File: src/rtl/race_ranker_pkg.sv
// rtl/race_ranker_pkg.sv - shared state encodings and lane count for the race ranker
package race_ranker_pkg;

  localparam int N_LANES = 4;

  typedef enum logic [1:0] {
    ST_IDLE = 2'd0,
    ST_RUN  = 2'd1,
    ST_DONE = 2'd2
  } state_t;

endpackage

File: src/rtl/race_ranker_rank_assign.sv
// rtl/race_ranker_rank_assign.sv - combinational rank allocation for newly finished and force-ranked lanes
import race_ranker_pkg::*;

module rank_assign (
  input  logic [N_LANES-1:0]      new_mask,
  input  logic [N_LANES-1:0]      rank_mask,
  input  logic [2:0]              next_rank,
  input  logic                    force_en,
  output logic [N_LANES-1:0]      wr_en,
  output logic [N_LANES-1:0][1:0] rank_val,
  output logic [2:0]              add_cnt
);

  logic [2:0] r;

  always_comb begin
    r        = next_rank;
    wr_en    = '0;
    rank_val = '0;
    // Finishers take ranks first; force-ranked stragglers follow in lane order.
    for (int i = 0; i < N_LANES; i++) begin
      if (new_mask[i] && !rank_mask[i]) begin
        wr_en[i]    = 1'b1;
        rank_val[i] = r[1:0];
        r           = r + 3'd1;
      end
    end
    if (force_en) begin
      for (int i = 0; i < N_LANES; i++) begin
        if (!rank_mask[i] && !wr_en[i]) begin
          wr_en[i]    = 1'b1;
          rank_val[i] = r[1:0];
          r           = r + 3'd1;
        end
      end
    end
    add_cnt = r - next_rank;
  end

endmodule

File: src/rtl/race_ranker.sv
// rtl/race_ranker.sv - finish-order capture FSM producing a rank permutation for four lanes
import race_ranker_pkg::*;

module race_ranker #(
  parameter int TIMEOUT = 1000,
  parameter int CW      = 10
) (
  input  logic                clk,
  input  logic                rst,
  input  logic                start,
  input  logic [N_LANES-1:0]  lane_done,
  output logic [1:0]          N0,
  output logic [1:0]          N1,
  output logic [1:0]          N2,
  output logic [1:0]          N3,
  output logic [N_LANES-1:0]  rank_mask,
  output logic                ranks_valid,
  output logic                timed_out,
  output logic                busy
);

  state_t                   state;
  logic [N_LANES-1:0]       prev;
  logic [CW-1:0]            cnt;
  logic [2:0]               next_rank;
  logic [N_LANES-1:0][1:0]  ranks;

  logic [N_LANES-1:0]       rise;
  logic [N_LANES-1:0]       new_mask;
  logic [N_LANES-1:0]       next_mask;
  logic                     timeout_hit;
  logic                     force_en;
  logic [N_LANES-1:0]       wr_en;
  logic [N_LANES-1:0][1:0]  rank_val;
  logic [2:0]               add_cnt;

  assign rise        = lane_done & ~prev;
  assign new_mask    = rise & ~rank_mask;
  assign timeout_hit = (cnt == CW'(TIMEOUT - 1));
  // Force only when lanes would still be missing after this cycle's finishers.
  assign force_en    = (state == ST_RUN) && timeout_hit && ((rank_mask | new_mask) != 4'hf);
  assign next_mask   = rank_mask | wr_en;

  rank_assign u_assign (
    .new_mask  (new_mask),
    .rank_mask (rank_mask),
    .next_rank (next_rank),
    .force_en  (force_en),
    .wr_en     (wr_en),
    .rank_val  (rank_val),
    .add_cnt   (add_cnt)
  );

  assign N0 = ranks[0];
  assign N1 = ranks[1];
  assign N2 = ranks[2];
  assign N3 = ranks[3];

  always_ff @(posedge clk) begin
    if (rst) begin
      state       <= ST_IDLE;
      prev        <= '0;
      cnt         <= '0;
      next_rank   <= '0;
      ranks       <= '0;
      rank_mask   <= '0;
      ranks_valid <= 1'b0;
      timed_out   <= 1'b0;
      busy        <= 1'b0;
    end else begin
      prev <= lane_done;
      if (start) begin
        state       <= ST_RUN;
        cnt         <= '0;
        next_rank   <= '0;
        ranks       <= '0;
        rank_mask   <= '0;
        ranks_valid <= 1'b0;
        timed_out   <= 1'b0;
        busy        <= 1'b1;
      end else if (state == ST_RUN) begin
        cnt <= cnt + CW'(1);
        for (int i = 0; i < N_LANES; i++) begin
          if (wr_en[i]) ranks[i] <= rank_val[i];
        end
        rank_mask <= next_mask;
        next_rank <= next_rank + add_cnt;
        if (next_mask == 4'hf) begin
          state       <= ST_DONE;
          busy        <= 1'b0;
          ranks_valid <= 1'b1;
          timed_out   <= force_en;
        end
      end
    end
  end

endmodule

File: config.mk
export PLATFORM = sky130hd
export DESIGN_NAME = race_ranker
export DESIGN_NICKNAME = d
export VERILOG_FILES = /design/src/rtl/race_ranker_pkg.sv /design/src/rtl/race_ranker_rank_assign.sv /design/src/rtl/race_ranker.sv
export SDC_FILE = /design/constraint.sdc
export NUM_CORES = 1
export LEC_CHECK = 0
export BUFFER_PORTS_ARGS = -buffer_cell sky130_fd_sc_hd__buf_2
export CAP_MARGIN = 0
export CELL_PAD_IN_SITES_DETAIL_PLACEMENT = 0
export CELL_PAD_IN_SITES_GLOBAL_PLACEMENT = 1
export CORE_ASPECT_RATIO = 0.8
export CORE_MARGIN = 5
export CORE_UTILIZATION = 49
export CTS_BUF_LIST = sky130_fd_sc_hd__clkbuf_8
export DETAILED_ROUTE_END_ITERATION = 12
export GPL_TIMING_DRIVEN = 0
export PLACE_DENSITY_LB_ADDON = 0.1
export SLEW_MARGIN = 20
export SYNTH_ARGS = -nofsm -noshare
export SYNTH_HDL_FRONTEND = slang
export SYNTH_HIERARCHICAL = 1
export SYNTH_SLANG_ARGS = --single-unit
File: constraint.sdc
create_clock -name clk -period 11.8 [get_ports clk]
set_input_delay 0 -clock clk [delete_from_list [all_inputs] [get_ports clk]]
set_output_delay 0 -clock clk [all_outputs]
set_load 0.005 [all_outputs]
# After elaboration in Yosys (flattened, before gate mapping)
# Cells that the tools add are included.
[op_classes]
n_addsub = 11
n_eq_ne = 4
muxes = 36
bitwise = 6
reduce_logical = 27
[ops]
columns = ["op", "count"]
rows = [
  ["two-way mux 3 bit", 12],
  ["adder 3 x 1 -> 3 bit (second input constant)", 8],
  ["two-way mux 2 bit", 8],
  ["two-way mux 1 bit", 14],
  ["AND reduction 2 bit", 6],
  ["adder 10 x 1 -> 10 bit (second input constant)", 1],
  ["equality test 10 bit (second input constant)", 1],
  ["logical AND 1 bit", 10],
  ["AND 4 bit", 2],
  ["logical NOT 1 bit", 8],
  ["two-way mux 8 bit", 1],
  ["inverter 4 bit", 2],
  ["OR 4 bit", 2],
  ["equality test 4 bit (second input constant)", 1],
  ["two-way mux 4 bit", 1],
  ["!= test 4 bit (second input constant)", 1],
  ["nonzero test 2 bit", 2],
  ["adder 3 bit", 1],
  ["subtractor 3 bit", 1],
  ["equality test 2 x 1 -> 1 bit (second input constant)", 1],
  ["OR reduction 2 bit", 1],
]
[word_totals]
regBits = 33
input_bits = 7
output_inout_bits = 15
elab_cells = 96

# Logic depth before layout (Yosys ltp)
# Gate-level depths: netlist of the first run.
[depth]
ltp_word = 25
depth_mapped = 28
mapped_depth_nobuf = 28

# Hierarchy
# Netlist of the first run, hierarchy kept.
[modules_own_cells]
columns = ["module", "instances", "cells_per_inst", "area_per_inst_um2", "seq_area_each_um2"]
rows = [
  ["race_ranker", 1, 155, 1323.8, 640.6],
  ["rank_assign", 1, 137, 957.2, 0.0],
]

# Least setup slack after synthesis of the first run
# Ideal clock, no wire load.
[synth_path]
kind = "reg2reg"
start = "reg prev[0]"
end = "reg next_rank[2]"
setup_ps = 128
t_arrival_ps = 5852
t_required_ps = 11672
slack_ps = 5820
path_stages_with_launch = 32
n_path_buf = 0
synth_period_minus_slack_ps = 5980
path_cell_list = "dfxtp_1 -> nor2b_1 -> nor2b_1 -> and2b_1 -> xnor2_2 -> inv_2 -> ha_1 -> inv_1 -> and4_1 -> a211oi_1 -> nand3_2 -> ha_1 -> o21ai_2 -> xor2_1 -> mux2_4 -> inv_1 -> ha_1 -> xor2_1 -> o22ai_1 -> nand2_1 -> o21ai_0 -> a221oi_2 -> ha_1 -> o31ai_1 -> o22ai_1 -> fa_1 -> inv_1 -> fa_1 -> xor2_1 -> nor2_1 -> xnor2_1 -> nor2_1"
[synth_between]
elab_chain_len = 25
elab_cells_between_ends = 31
classes_between = "add/sub (9); eq/ne (1); mux (13); bitwise (4); reduce/logical (4)"
[synth_lines]
columns = ["element", "line", "text"]
rows = [
  ["from (decl)", "race_ranker.sv:23", "logic [N_LANES-1:0] prev;"],
  ["from (signal assigned)", "race_ranker.sv:71", "prev <= lane_done;"],
  ["inverter 4 bit *", "race_ranker.sv:37", "assign rise = lane_done & ~prev;"],
  ["AND 4 bit *", "race_ranker.sv:37", ""],
  ["AND 4 bit *", "race_ranker.sv:38", "assign new_mask = rise & ~rank_mask;"],
  ["via new_mask[0]", "race_ranker.sv:29", "logic [N_LANES-1:0] new_mask;"],
  ["logical AND 1 bit", "race_ranker_rank_assign.sv:22", "if (new_mask[i] && !rank_mask[i]) begin"],
  ["two-way mux 3 bit", "race_ranker_rank_assign.sv:22", ""],
  ["adder 3 x 1 -> 3 bit", "race_ranker_rank_assign.sv:25", "r = r + 3'd1;"],
  ["two-way mux 3 bit", "race_ranker_rank_assign.sv:22", ""],
  ["(+11 left out)", "-", ""],
  ["two-way mux 3 bit", "race_ranker_rank_assign.sv:30", "if (!rank_mask[i] && !wr_en[i]) begin"],
  ["two-way mux 3 bit", "race_ranker_rank_assign.sv:28", "if (force_en) begin"],
  ["adder 3 x 1 -> 3 bit", "race_ranker_rank_assign.sv:33", "r = r + 3'd1;"],
  ["two-way mux 3 bit", "race_ranker_rank_assign.sv:30", ""],
  ["two-way mux 3 bit *", "race_ranker_rank_assign.sv:28", ""],
  ["subtractor 3 bit *", "race_ranker_rank_assign.sv:37", "add_cnt = r - next_rank;"],
  ["via add_cnt[1]", "race_ranker.sv:35", "logic [2:0] add_cnt;"],
  ["adder 3 bit *", "race_ranker.sv:87", "next_rank <= next_rank + add_cnt;"],
  ["to (signal assigned)", "race_ranker.sv:87", ""],
  ["to (decl)", "race_ranker.sv:25", "logic [2:0] next_rank;"],
]
# Mark *: on every way through the listed nets, which the timed path passes. The rest lies on a longest branch. The select of a mux whose other input is x is not followed.
# A chain may end at the register's enable or synchronous reset.

# Worst setup path in the final report of the first run
[layout_path]
start = "in lane_done[0]"
end = "reg next_rank[1]"
[layout_between]
elab_chain_len = 24
elab_cells_between_ends = 30
classes_between = "add/sub (9); eq/ne (1); mux (13); bitwise (3); reduce/logical (4)"
[layout_lines]
columns = ["element", "line", "text"]
rows = [
  ["from (decl)", "race_ranker.sv:11", "input logic [N_LANES-1:0] lane_done,"],
  ["AND 4 bit *", "race_ranker.sv:37", ""],
  ["AND 4 bit *", "race_ranker.sv:38", ""],
  ["via new_mask[0]", "race_ranker.sv:29", ""],
  ["logical AND 1 bit", "race_ranker_rank_assign.sv:22", ""],
  ["two-way mux 3 bit", "race_ranker_rank_assign.sv:22", ""],
  ["adder 3 x 1 -> 3 bit", "race_ranker_rank_assign.sv:25", ""],
  ["two-way mux 3 bit", "race_ranker_rank_assign.sv:22", ""],
  ["adder 3 x 1 -> 3 bit", "race_ranker_rank_assign.sv:25", ""],
  ["(+10 left out)", "-", ""],
  ["two-way mux 3 bit", "race_ranker_rank_assign.sv:30", ""],
  ["two-way mux 3 bit", "race_ranker_rank_assign.sv:28", ""],
  ["adder 3 x 1 -> 3 bit", "race_ranker_rank_assign.sv:33", ""],
  ["two-way mux 3 bit", "race_ranker_rank_assign.sv:30", ""],
  ["two-way mux 3 bit *", "race_ranker_rank_assign.sv:28", ""],
  ["subtractor 3 bit *", "race_ranker_rank_assign.sv:37", ""],
  ["via add_cnt[1]", "race_ranker.sv:35", ""],
  ["adder 3 bit *", "race_ranker.sv:87", ""],
]
# Marks and branches as above.

==> summary.md, run 1 <==
| Metric | Value |
|---|---|
| DR DRC count | `0` |
| Final Hold Viols | `0` |
| IO Pins | `22` |
| Final Critical Period | `6688 ps` |
| Worst r2r src | `rank_mask[0]` |
| Total Nets Final | `331` |
| Setup-failing EPs final | `0` |
| Filler instances | `406` |
| Reg-to-reg endpoint | `next_rank[1]` |
| Yosys warnings | `6` |
| # Max-Cap Violations | `0` |
| PD cells | `133.6 mW/mm^2` |
| GRT Util Overall | `18.13%` |
| Buffers on Ports | `21` |
| Worst setup SP type | `primary input` |
| Antenna viol nets, final | `0` |
| Hold Crit Endpoint | `timed_out` |
| Core Box Area | `0.004204 sq mm` |
| Clk root buf | `clkbuf_8` |
| CP arrival | `6880 ps` |
| Worst-path clk slew | `60 ps` |
| Vias in the first global route | `1,755` |
| Hold crit path type | `in2reg` |
| Clock Latency Late Sink | `280 ps` |
| Critical Path Source | `lane_done[0]` |
| P_leak | `1.037 nW` |
| Hold path start | `lane_done[2]` |
| Max H-tree Level | `2` |
| Post-Syn Area per Cell | `7.896 sq um` |
| Status | `completed` |
| First-pass GRT wire length | `8.576 mm` |
| CP max stage cell | `nor2b_1` |
| Largest net degree at the start of global routing | `13` |
| HPWL Detailed | `3.864 mm` |
| Worst stage delay on the critical path | `550 ps` |
| Critical Path RT | `11,990 ps` |
| Final Worst Setup Slack | `5112 ps` |
| Setup Buffers After CTS | `0` |
| Initial antenna violation count | `0` |
| Crit share post-route | `56.67%` |
| ANT cells | `0` |
| DRT Wirelength | `5.074 mm` |
| Crit path kind | `in2reg` |
| Drt pass-1 iters | `4` |
| CTS tree | `yes` |
| R2R cell count | `26` |
| First DRT Iteration DRCs | `92` |
| CTS resizes | `0` |
| Final Slew Violations | `0` |
| Fmax | `149.5 MHz` |
| Area growth from synthesis to layout | `17.08%` |
| Worst slack, placed | `5214 ps` |
| Cts hold-fix bufs | `10` |
| Die Area | `0.005779 sq mm` |
| Hold Slack | `429.7 ps` |
| Initial core utilization | `50.71%` |
| Congestion Overflow GR | `0` |
| WHS Path Cells | `5` |
| Clock skew | `2.479 ps` |
| Synthesized Nets | `293` |
| RSZ-0062 raised after global routing | `false` |
| Largest fanout on the critical path | `8` |
| Die Span X | `83.75 um` |
| WL per Instance | `13.90 um` |
| Clock Path Buffers | `2` |
| Clk sinks | `31` |
| Layout cells sized above 1 | `16.56%` |
| Total negative slack | `0 ps` |
| Die Y | `69 um` |
| Netlist Area Pre-Place | `0.002132 sq mm` |
| Vias/cell | `5.279` |
| Std cell rows | `21` |
| Critical Path Sink Type | `register` |
| Num CTS Buffers | `5` |
| Gate Count Post-Synth | `270` |
| Maximum vdd drop | `0.00008233 V` |
| GPL Wtd Cong | `0.8414` |
| Worst path most repeated cell | `ha_1` |
| Slew headroom | `57.25%` |
| R2R Setup Slk | `5150 ps` |
| Detailed-route via count | `1,927` |
| Worst slew pin tran | `640.0 ps` |
power by group:
| part | internal, mW | switching, mW |
|---|---|---|
| clock network | 0.0457 | 0.0376 |
| registers | 0.107 | 0.00282 |
| logic | 0.0585 | 0.0822 |
| total | 0.211 | 0.123 |
flip-flops by register name, summed over array words and instances (netlist names):
| register | count |
|---|---|
| cnt | 10 |
| prev | 4 |
| rank_mask | 4 |
| N0 | 2 |
| N1 | 2 |
| N2 | 2 |
| N3 | 2 |
| next_rank | 2 |
| state | 2 |
| timed_out | 1 |
worst max path at each step:
| stage | to | cells after the start | slack [ps] |
|---|---|---|---|
| 3_5_place_dp | next_rank[1] | 26 | 5210 |
| 2_1_floorplan | next_rank[1] | 27 | 6080 |
| 4_1_cts | next_rank[1] | 29 | 5160 |
| 5_1_grt | next_rank[1] | 29 | 4690 |
| 3_3_place_gp | next_rank[1] | 26 | 5270 |
| 6_report | next_rank[1] | 29 | 5110 |
per-stage QoR:
stage	total power, mW	instance area, sq um	utilization, %	cells
floorplan	0.2212	2132	-	270
global placement	0.2471	2308	54.91	348
detailed placement	0.2475	2308	54.91	348
CTS	0.3346	2496	59.38	365
global route	0.3569	2496	59.38	365
finish	0.3336	2496	59.38	365
layout by cell type, fill, tap and decap left out, drive strengths merged, types with 2 or more instances in the layout:
master and instances:
nand2 33, nor2 32, dfxtp 31, buf 24, a21oi 21, inv 19, ha 14, nor2b 13
xnor2 13, nand3 12, clkbuf 12, dlygate4sd3 10, o21ai 9, o22ai 8, nor3 7, xor2 6
nand2b 6, a211oi 5, nand4 4, o211ai 4, o31ai 3, nor4 2, or4 2, fa 2
mux2i 2, mux2 2
cell type report:
class / instances / area (sq um) / area share (%)
clock buffers: 6 / 82.58 / 3.308
well taps: 57 / 71.32 / 2.857
plain buffers: 9 / 37.54 / 1.504
repair buffers: 31 / 205.2 / 8.221
flip-flops and latches: 31 / 620.6 / 24.86
inverters: 19 / 71.32 / 2.857
multi-input cells: 211 / 1403 / 56.19
clock inverters: 1 / 5.005 / 0.2005
critical path: cells and delay by family:
family,cells,cell delay (ps)
AOI/OAI and AO/OA,9,1750
buffers and inverters,5,840
and+or+nand+nor,6,1340
adders and majority gates,6,2250
muxes,1,230
xor gates and xnor gates,2,480
per-layer routing:
metal / wire [um] / GRT usage [%] / part of all wire (%)
met3: 275 / 4.167 / 5.4
met1: 2698 / 28.06 / 53
met2: 2066 / 25.33 / 41
met4: 33 / 3.750 / 0.65
met5: 0 / 0 / 0
Note: power is estimated with default switching activity, not from simulation.
==> inputs of run 2 (changes only) <==
Settings changed: CORE_UTILIZATION 49 to 41.
Clock period 11.8 ns to 6 ns, I/O delays scaled along.
==> run 2 against run 1 <==
  * Power grew 120%
  * Sequential cell count is the same
  * Largest power group unchanged
  * Combinational power increased to 2.5 times the previous value
  * Clock skew is 4.9 ps higher
  * Sequential share of layout area is 1.5 points lower
  * First-iteration DRC count is 13% higher
  * Critical endpoint unchanged
  * Clock power up 90%
  * Cell count rose by 4.1%
  * Die area is 17% higher
==> summary.md, run 2 (synthesis gave the netlist of run 1 again) <==
| Metric | Value |
|---|---|
| Status | `completed` |
| Total Nets Final | `340 (+2.7%)` |
| Drt pass-1 iters | `5 (+1)` |
| Critical Path RT | `6190 ps (-5800 ps)` |
| GPL Wtd Cong | `0.7963 (-5.4%)` |
| Most frequent cells in the layout | `33 x nand2_1, 31 x nor2_1, 28 x dfxtp_1` |
| Area growth from synthesis to layout | `26.58%` |
| Antenna viol nets, final | `0 (unchanged)` |
| ANT cells | `0 (unchanged)` |
| Placed cells | `353 (+1.4%)` |
| Fmax | `174.8 MHz` |
| Die Y | `74.50 um (+8.0%)` |
| Clock skew | `7.424 ps (+4.945 ps)` |
| Initial antenna violation count | `0 (unchanged)` |
| Die Area | `0.006752 sq mm (+17%)` |
| Clock Path Buffers | `2 (unchanged)` |
| Buffers on Ports | `21 (unchanged)` |
| Largest net degree at the start of global routing | `13 (unchanged)` |
| # Max-Cap Violations | `0 (unchanged)` |
| Num CTS Buffers | `5 (unchanged)` |
| CTS tree | `yes` |
| Maximum vdd drop | `0.0001643 V (+100%)` |
| HPWL Detailed | `4.061 mm (+5.1%)` |
| Max H-tree Level | `2 (unchanged)` |
| Worst-path clk slew | `70 ps (about the same)` |
| Post-placement cell area | `0.002315 sq mm (+0.27%)` |
| Top flop regs | `cnt x10, prev x4, rank_mask x4` |
| Final Hold Viols | `0 (unchanged)` |
| First-pass GRT wire length | `9.183 mm (+7.1%)` |
| Detailed-route via count | `1,943 (+0.83%)` |
| Die Span X | `90.63 um (+8.2%)` |
| Final cell count without fillers | `380 (+4.1%)` |
| Worst slew pin tran | `444.1 ps (-195.9 ps)` |
| Most flops, register | `cnt` |
| Clk root buf | `clkbuf_8` |
| Clk sinks | `31 (unchanged)` |
| Vias in the first global route | `1,872 (+6.7%)` |
| Congestion Overflow GR | `0 (unchanged)` |
| Final Worst Setup Slack | `278.7 ps (-4834 ps)` |
| Clock Latency Late Sink | `280 ps (about the same)` |
| Std cell rows | `23 (+9.5%)` |
| Post-route cell area | `0.002699 sq mm (+8.1%)` |
| WL per Instance | `14.36 um (+3.3%)` |
| Largest fanout on the critical path | `6 (-2)` |
| Commonest non-fill, non-tap cell in the layout | `nand2_1` |
| Largest register FFs | `10 (unchanged)` |
| Final Critical Period | `5721 ps` |
| IO Pins | `22 (unchanged)` |
| Vias/cell | `5.113 (-3.1%)` |
| Core Box Area | `0.005036 sq mm (+20%)` |
| Initial core utilization | `42.34% (-8.4 points)` |
| First DRT Iteration DRCs | `104 (+13%)` |
| Worst slack, placed | `-625.0 ps (-5839 ps)` |
| Power after layout | `0.7299 mW (+120%)` |
| DRT Wirelength | `5.455 mm (+7.5%)` |
| Crit share post-route | `95.36%` |
| GRT Util Overall | `16.94% (-1.2 points)` |
| Critical Path Sink Type | `register` |
| Worst setup SP type | `register` |
| Slew headroom | `70.39% (+13 points)` |
| Setup-failing EPs final | `0 (unchanged)` |
| Final Slew Violations | `0 (unchanged)` |
| PD cells | `270.4 mW/mm^2 (+100%)` |
| Layout cells sized above 1 | `25.47% (+8.9 points)` |
| P_leak | `1.103 nW (+6.4%)` |
| Crit path kind | `reg2reg` |
| DR DRC count | `0 (unchanged)` |
| Hold crit path type | `in2reg` |
| CP arrival | `5920 ps (-960 ps)` |
==> run 2: cell count changes in the layout (fill, tap and decap cells not counted), moves of 3 or more <==
cell,previous run,this run
dfxtp_4,0,3
buf_4,0,10
ha_1,14,10
nor2b_1,13,10
dfxtp_1,31,28
ha_4,0,3
==> run 2: layer usage <==
metal | GRT usage (%) | up-vias | share of wire (%)
li1 | - | 1017 | -
met1 | 26.26 | 883 | 55
met2 | 23.69 | 41 | 39
met3 | 4.146 | 2 | 5.6
met4 | 2.975 | 0 | 0.16
met5 | 0 | - | 0
==> run 2: final cells by class <==
| class | instances | area [sq um] |
|---|---|---|
| Fill cell | 492 | 2337 |
| Multi-Input combinational cell | 211 | 1520 |
| Sequential cell | 31 | 631.9 |
| Timing Repair Buffer | 41 | 280.3 |
| Tap cell | 62 | 77.57 |
| Inverter | 19 | 71.32 |
| Clock buffer | 5 | 68.82 |
| Buffer | 8 | 33.78 |
| Clock inverter | 3 | 15.01 |
==> run 2: what timing repair did <==
| action | CTS | global route |
|---|---|---|
| endpoints found under the setup margin | 1 | 1 |
| hold endpoints to repair | 5 | 0 |
| setup buffers | 4 | 6 |
| resized for setup | 11 | 15 |
| pin swaps | 3 | 12 |
| hold buffers | 10 | 0 |
==> run 2: per-stage QoR <==
stage                     hold slack [ps]  utilization [%]  setup TNS, ps
final                               128.2            53.59              0
after global placement              225.1            45.96         -593.3
after CTS                           130.3            51.03              0
after detailed placement            230.5            45.96         -625.0
after global routing                183.5            53.59         -35.96
after floorplan                     71.61                -              0
==> run 2: critical path, cell delays in order, from the launching register on <==
cell and delay, ps:
dfxtp_4 370, ha_1 280, and3b_2 240, a21oi_4 130, inv_1 70, ha_1 330
and4_1 180, a211oi_2 220, nand3_2 140, ha_4 310, o21ai_4 70, xor2_2 170
mux2_4 290, inv_2 70, ha_4 210, xor2_2 170, o22ai_1 100, nand2_1 80
o21ai_1 70, a221oi_2 260, ha_1 310, o31ai_2 240, o22ai_2 120, fa_1 490
inv_1 50, fa_1 450, a211oi_2 220
==> run 2: power breakdown <==
group / internal [mW] / leakage, nW / switching, mW / total, mW
clock network: 0.0792 / 0.0477 / 0.0791 / 0.158
logic: 0.167 / 0.801 / 0.189 / 0.356
registers: 0.209 / 0.254 / 0.00611 / 0.216
==> run 2: worst paths after layout <==
path           startpoint           end  slack (ps)  depth (start not counted)
max          next_rank[0]  next_rank[1]         280                         26
min                   rst        cnt[9]         130                          4
max reg2reg  next_rank[0]  next_rank[1]         280                         26
min reg2reg         N0[1]         N0[1]         450                          2
